<file path="src/rtl/mc_control.sv">
// mc_control: multi-cycle RISC-V control FSM; define ILLEGAL_TRAP_EN to trap on unknown opcodes
module mc_control #(
  parameter int MAX_WAIT = 255
) (
  input  logic        clk,
  input  logic        rst_n,
  output logic        imem_req,
  input  logic        imem_ack,
  input  logic [31:0] imem_rdata,
  output logic        dmem_req,
  output logic        dmem_we,
  input  logic        dmem_ack,
  input  logic        branch_taken,
  output logic [31:0] instr_q,
  output logic [2:0]  state,
  output logic        alu_src_imm,
  output logic [1:0]  pc_sel,
  output logic [1:0]  wb_sel,
  output logic        pc_we,
  output logic        reg_we,
  output logic        illegal_instr,
  output logic        bus_err
);
  typedef enum logic [2:0] {
    S_IDLE   = 3'd0,
    S_FETCH  = 3'd1,
    S_DECODE = 3'd2,
    S_EXEC   = 3'd3,
    S_MEM    = 3'd4,
    S_WB     = 3'd5,
    S_TRAP   = 3'd6
  } state_t;
  state_t      r_state, w_next;
  logic [31:0] r_instr;
  logic [7:0]  r_wait;
  logic        r_bus;
  logic        w_lui, w_auipc, w_jal, w_jalr, w_br, w_ld, w_st, w_imm, w_op, w_known;
  logic        w_wait_cyc, w_timeout;
  assign w_lui   = r_instr[6:0] == 7'b0110111;
  assign w_auipc = r_instr[6:0] == 7'b0010111;
  assign w_jal   = r_instr[6:0] == 7'b1101111;
  assign w_jalr  = r_instr[6:0] == 7'b1100111;
  assign w_br    = r_instr[6:0] == 7'b1100011;
  assign w_ld    = r_instr[6:0] == 7'b0000011;
  assign w_st    = r_instr[6:0] == 7'b0100011;
  assign w_imm   = r_instr[6:0] == 7'b0010011;
  assign w_op    = r_instr[6:0] == 7'b0110011;
  assign w_known = w_lui | w_auipc | w_jal | w_jalr | w_br | w_ld | w_st | w_imm | w_op;
  // a waiting cycle is a FETCH/MEM cycle without its ack; the MAX_WAIT-th such cycle still accepts ack
  assign w_wait_cyc = (r_state == S_FETCH && !imem_ack) || (r_state == S_MEM && !dmem_ack);
  assign w_timeout  = w_wait_cyc && (r_wait == 8'(MAX_WAIT - 1));
  // next-state sequencing
  always_comb begin
    w_next = r_state;
    case (r_state)
      S_IDLE:   w_next = S_FETCH;
      S_FETCH:  w_next = imem_ack ? S_DECODE : w_timeout ? S_TRAP : S_FETCH;
`ifdef ILLEGAL_TRAP_EN
      S_DECODE: w_next = w_known ? S_EXEC : S_TRAP;
`else
      S_DECODE: w_next = w_known ? S_EXEC : S_WB;
`endif
      S_EXEC:   w_next = (w_ld | w_st) ? S_MEM : w_br ? S_FETCH : S_WB;
      S_MEM:    w_next = dmem_ack ? (w_ld ? S_WB : S_FETCH) : w_timeout ? S_TRAP : S_MEM;
      S_WB:     w_next = S_FETCH;
      S_TRAP:   w_next = S_TRAP;
      default:  w_next = S_IDLE;
    endcase
  end
  // state, instruction register, wait counter and bus-error flag
  always_ff @(posedge clk or negedge rst_n) begin
    if (!rst_n) begin
      r_state <= S_IDLE;
      r_instr <= '0;
      r_wait  <= '0;
      r_bus   <= 1'b0;
    end else begin
      r_state <= w_next;
      r_instr <= (r_state == S_FETCH && imem_ack) ? imem_rdata : r_instr;
      r_wait  <= (w_wait_cyc && !w_timeout) ? r_wait + 8'd1 : 8'd0;
      r_bus   <= r_bus | w_timeout;
    end
  end
`ifdef ILLEGAL_TRAP_EN
  logic r_ill;
  // sticky flag for an unknown opcode reaching DECODE
  always_ff @(posedge clk or negedge rst_n) begin
    if (!rst_n) r_ill <= 1'b0;
    else        r_ill <= r_ill | (r_state == S_DECODE && !w_known);
  end
  assign illegal_instr = r_ill;
`else
  assign illegal_instr = 1'b0;
`endif
  assign state       = r_state;
  assign instr_q     = r_instr;
  assign bus_err     = r_bus;
  assign imem_req    = r_state == S_FETCH;
  assign dmem_req    = r_state == S_MEM;
  assign dmem_we     = r_state == S_MEM && w_st;
  assign pc_we       = (r_state == S_EXEC && w_br) || (r_state == S_MEM && w_st && dmem_ack) || r_state == S_WB;
  assign reg_we      = r_state == S_WB && w_known && r_instr[11:7] != 5'd0;
  assign alu_src_imm = w_known && !w_op && !w_br;
  assign pc_sel      = (w_jal || (w_br && branch_taken)) ? 2'b01 : w_jalr ? 2'b10 : 2'b00;
  assign wb_sel      = (w_jal || w_jalr) ? 2'b10 : w_lui ? 2'b11 : w_ld ? 2'b01 : 2'b00;
endmodule

</file>
<file path="config.mk">
export PLATFORM = sky130hd
export DESIGN_NAME = mc_control
export DESIGN_NICKNAME = d
export VERILOG_FILES = /design/src/rtl/mc_control.sv
export SDC_FILE = /design/constraint.sdc
export NUM_CORES = 1
export LEC_CHECK = 0
export CAP_MARGIN = 10
export CORE_UTILIZATION = 48
export CTS_BUF_LIST = sky130_fd_sc_hd__clkbuf_4 sky130_fd_sc_hd__clkbuf_8
export DETAILED_ROUTE_END_ITERATION = 8
export PLACE_DENSITY = 0.87
export REMOVE_ABC_BUFFERS = 1
export SYNTH_ARGS = -nofsm -noshare
export SYNTH_HDL_FRONTEND = slang
export SYNTH_SLANG_ARGS = --single-unit
</file>
<file path="constraint.sdc">
create_clock -name clk -period 4.3 [get_ports clk]
set_input_delay 0.645 -clock clk [delete_from_list [all_inputs] [get_ports clk]]
set_output_delay 0.645 -clock clk [all_outputs]
set_load 0.02 [all_outputs]
</file>
**After elaboration in Yosys (flattened, before gate mapping)**

Index checks and enable logic that the tools add are counted.

- Bits in writable memories: 0
- Bits in read-only memories: 0
- Input port bits: 37
- Memories: 0
- Output and inout port bits: 47
- Bits in latches: 0
- Flip-flop bits (word level): 44
- Word-level logic and storage cells: 72

- $mul: 0
- Bitwise logic cells: 10
- Eq/ne operators: 16
- Magnitude comparators: 0
- Div/mod/pow operators: 0
- Reduce and logical (&&, ||, !) cells: 26
- Add/sub/neg operators: 1
- Shifts and indexed selects: 0
- Mux-type cells: 15

Operators with widths:

| operator | count |
|---|---|
| equality test 7 x 6 -> 1 bit, second input constant | 3 |
| equality test 7 bit, second input constant | 3 |
| 2-to-1 mux 3 bit | 7 |
| case mux 3 bit (6 select lines) | 1 |
| equality test 7 x 5 -> 1 bit, second input constant | 2 |
| logical AND 1 bit | 13 |
| 2-to-1 mux 2 bit | 5 |
| bitwise OR 1 bit | 10 |
| equality test 3 bit, second input constant | 3 |
| adder 8 x 1 -> 8 bit, second input constant | 1 |
| equality test 8 bit, second input constant | 1 |
| 2-to-1 mux 8 bit | 1 |
| equality test 7 x 2 -> 1 bit, second input constant | 1 |
| equality test 3 x 2 -> 1 bit, second input constant | 2 |
| logical NOT 1 bit | 5 |
| logical OR 1 bit | 5 |
| nonzero test 5 bit | 1 |
| equality test 3 x 1 -> 1 bit, second input constant | 1 |
| logical NOT 3 bit | 1 |
| OR reduction 2 bit | 1 |
| 2-to-1 mux 1 bit | 1 |

**Depth between registers and ports, before layout**

- Depth in word-level cells: 11
- Mapped depth: 6
- Mapped depth without buffers: 5

**Worst setup path after synthesis**

No wires, ideal clock.

- Path type: reg-to-output
- From: register r_instr[2], in the netlist instr_q[2]
- To: output port wb_sel[0]
- Cell stages (with the launch flop): 5
- Data arrival time: 1.975 ns
- Setup slack: 1.680 ns
- Path through: dfrtp_1 > buf_2 > nor2_1 > nand2_1 > a2111oi_0

- Word-level cells in the longest chain between the ends: 4

RTL lines:

| what | RTL line | RTL |
|---|---|---|
| start: declaration | 34 | `logic [31:0] r_instr;` |
| start signal: assignment | 79 | `r_instr <= (r_state == S_FETCH && imem_ack) ? imem_rdata : r_instr;` |
| equality test 7 x 2 -> 1 bit | 44 | `assign w_ld = r_instr[6:0] == 7'b0000011;` |
| 2-to-1 mux 1 bit | 105 | `assign wb_sel = (w_jal \|\| w_jalr) ? 2'b10 : w_lui ? 2'b11 : w_ld ? 2'b01 : 2'b00;` |
| 2-to-1 mux 2 bit | 105 |  |
| 2-to-1 mux 2 bit (*) | 105 |  |
| end: declaration | 18 | `output logic [1:0] wb_sel,` |

Mark *: on every way between the ends. The rest lies on a longest branch, timed or not.

**Worst setup path in the final report**

- From: register r_instr[4], in the netlist instr_q[4]
- To: output port pc_we

- Word-level cells in the longest chain between the ends: 5

RTL lines:

| what | RTL line | RTL |
|---|---|---|
| equality test 7 x 6 -> 1 bit | 45 | `assign w_st = r_instr[6:0] == 7'b0100011;` |
| logical AND 1 bit (2 in series) | 101 | `assign pc_we = (r_state == S_EXEC && w_br) \|\| (r_state == S_MEM && w_st && dmem_ack) \|\| r_state == S_WB;` |
| logical OR 1 bit (*) (2 in series) | 101 |  |
| end: declaration | 19 | `output logic pc_we,` |

Marks and branches as above.

==> results.md <==
* # IOs at 84
* Max-slew violation count at 0
* Drt total wl at 4.87 mm
* Starting Density at 51.4%
* Post-Syn Instances at 178
* Run status: completed
* Reg2reg start: state[0]
* Final Hold Violating Endpoints at 0
* CTS tree: done
* R2R depth at 4
* Worst Max-Slew Pin Slew at 0.964 ns
* Required time of the critical path at 3.65 ns
* Syn_area_per_cell at 12.0 um2
* CTS resizes at 0
* Crit Path Class: flop to output port
* Min-delay src: bus_err
* Antenna cells at 0
* Router iterations before antenna repair at 4
* Die Wd at 68.6 um
* Final period util at 71.3%
* Layout Utilization at 72.6%
* Port Buf Inserts at 82
* Hold Buf Count CTS at 0
* Final Worst Setup Slack at 1.24 ns
* Total Neg Setup Slack at 0 ns
* Layout Skew at 0.00505 ns
* DRC Markers at 0
* Post CTS Setup Buffer Count at 0
* Static Leak at 1.24 nW
* Final setup violation count at 0
* Pwr/cell area at 716 mW/mm2
* Most frequent cells in the layout: 81 x clkdlybuf4s50_1, 44 x dfrtp_1, 31 x mux2_2
* Max-cap violations at 0
* Arrival @ worst endpoint at 2.42 ns
* Final ANT Viol Nets at 0
* Total track usage at 22.3%
* Finished Cell Area at 0.00301 mm2
* Gr ovfl total at 0
* Clock Latency Late Sink at 0.29 ns
* Relative slew margins at 35.7%
* Fillers at 283
* First-pass GRT wire length at 7.51 mm
* Yosys warns at 0
* Reg-to-reg slack, setup at 2.47 ns
* Die extent in y at 68.6 um
* Worst R2R End: instr_q[13]
* Mapped Area at 0.00213 mm2
* Asr flop ratio synth at 100%
* Critical path capture point type: output port
* Post-synth EDFFs at 0
* Synth cell types at 43
* Total number of vias at 1,694
* Post-DP HPWL at 3.50 mm
* Clock Sinks at 44
* Worst VDD drop at 472 uV
* Share of cells above drive strength 1 at 17.8%
* Die Area at 0.00471 mm2
* Worst setup SP type: flop
* Main synth FF type: dfrtp_1
* Finished Layout Cells at 308
* Nets@finish at 297
* Initial antenna violation count at 0
* GP Congestion at 0.873
* Most common cell after layout, fill and taps aside: clkdlybuf4s50_1
* WL per Instance at 15.8 um
* Drt via density at 5.50
* Hold WS at 0.468 ns
* Post-synthesis sequential area ratio at 51.6%
* Area growth from synthesis to layout at 41.2%
* Hold endpoint: bus_err
* DP Worst Slack at 1.59 ns
* Power, Total at 2.16 mW
* H-tree Lvls at 2
* RSZ-0062 raised after global routing: false
* F_max at 0.326 GHz
* Vias in the first global route at 1,658
* Clock buffer depth at 2
* Seq cells post-synth at 44
* Standard-cell row count at 23
* Hold depth at 1
* CORE AREA at 0.00414 mm2
* Starting DRT DRC Count at 154
* Num CTS Buffers at 5
* Final worst path period need at 3.06 ns
* Pin count of the biggest net entering global routing at 45
* DP Area at 0.00293 mm2
* Placed insts at 301
* Clock Root Buffer: clkbuf_8
* Crit Path Max Fanout at 10
* Hold crit path type: flop to flop
* Clk slew on worst S/H paths at 0.08 ns
## worst max path at each step
stage          slack, ns  cells after the start        from         to
2_1_floorplan       1.75                      3  instr_q[2]  wb_sel[0]
3_3_place_gp        1.61                      5  instr_q[4]      pc_we
3_5_place_dp        1.59                      5  instr_q[4]      pc_we
4_1_cts             1.25                      5  instr_q[4]      pc_we
5_1_grt             1.12                      5  instr_q[4]      pc_we
6_report            1.24                      5  instr_q[4]      pc_we
## final cells by class
type                    instances  area, um2  area share [%]
clock buffers                   5       68.8            2.29
clock inverters                 2       12.5           0.416
inverters                       3       11.3           0.374
multi-input cells             121        931            30.9
flip-flops and latches         44       1100            36.6
well taps                      50       62.6            2.08
repair buffers                 83        823            27.3
## state kept, by name, indices dropped and copies added, names as in the netlist
name,count
instr_q,32
r_wait,8
state,3
bus_err,1
## worst max-delay path, stage by stage (launching register included)
cell             delay [ns]
dfrtp_1                0.49
and3b_2                0.30
nand3_1                0.12
or4_1                  0.49
nand3_1                0.09
clkdlybuf4s50_1        0.63
## cell usage after synthesis, drive strengths merged (2+ instances only)
cell	count	area, um2
dfrtp	44	1100
nand2	10	37.5
and3b	2	18.8
and4	2	17.5
nor2b	2	12.5
ha	2	25.0
nand2b	3	26.3
nor3	3	15.0
o31ai	2	15.0
buf	10	88.8
a21oi	6	30.0
and2b	3	22.5
or4	2	15.0
mux2	31	349
and3	2	13.8
xor2	5	43.8
nand4	4	25.0
inv	3	11.3
nor2	14	52.6
or3b	2	17.5
a2111oi	2	17.5
nor3b	3	33.8
nand3	6	30.0
o21ai	3	15.0
## where the power goes
| group | total (mW) | internal, mW | switching [mW] |
|---|---|---|---|
| combinational | 1.12 | 0.589 | 0.530 |
| sequential | 0.789 | 0.588 | 0.200 |
| clock | 0.249 | 0.110 | 0.139 |
| total | 2.16 | 1.29 | 0.869 |
## metal layers
metal  GRT usage (%)  vias to the layer above  share of wire [%]
met2            32.5                       81                 48
met1            27.7                      812                 40
met4            10.9                        0                1.7
met5               0                        -                  0
li1                -                      794                  -
met3            10.4                        7                 11
## cell families (layout without fill, tap and decap cells)
logic type / after synthesis / count (layout) / synth area share (%)
other: 1 / 1 / 0.176
buffers and inverters: 13 / 93 / 4.69
DFF: 44 / 44 / 51.6
adders and majority gates: 2 / 2 / 1.17
muxes: 32 / 32 / 16.8
and+or+nand+nor: 60 / 60 / 16.5
AOI/OAI and AO/OA: 20 / 20 / 6.46
xor gates and xnor gates: 6 / 6 / 2.46
Note: power is estimated with default switching activity, not from simulation.
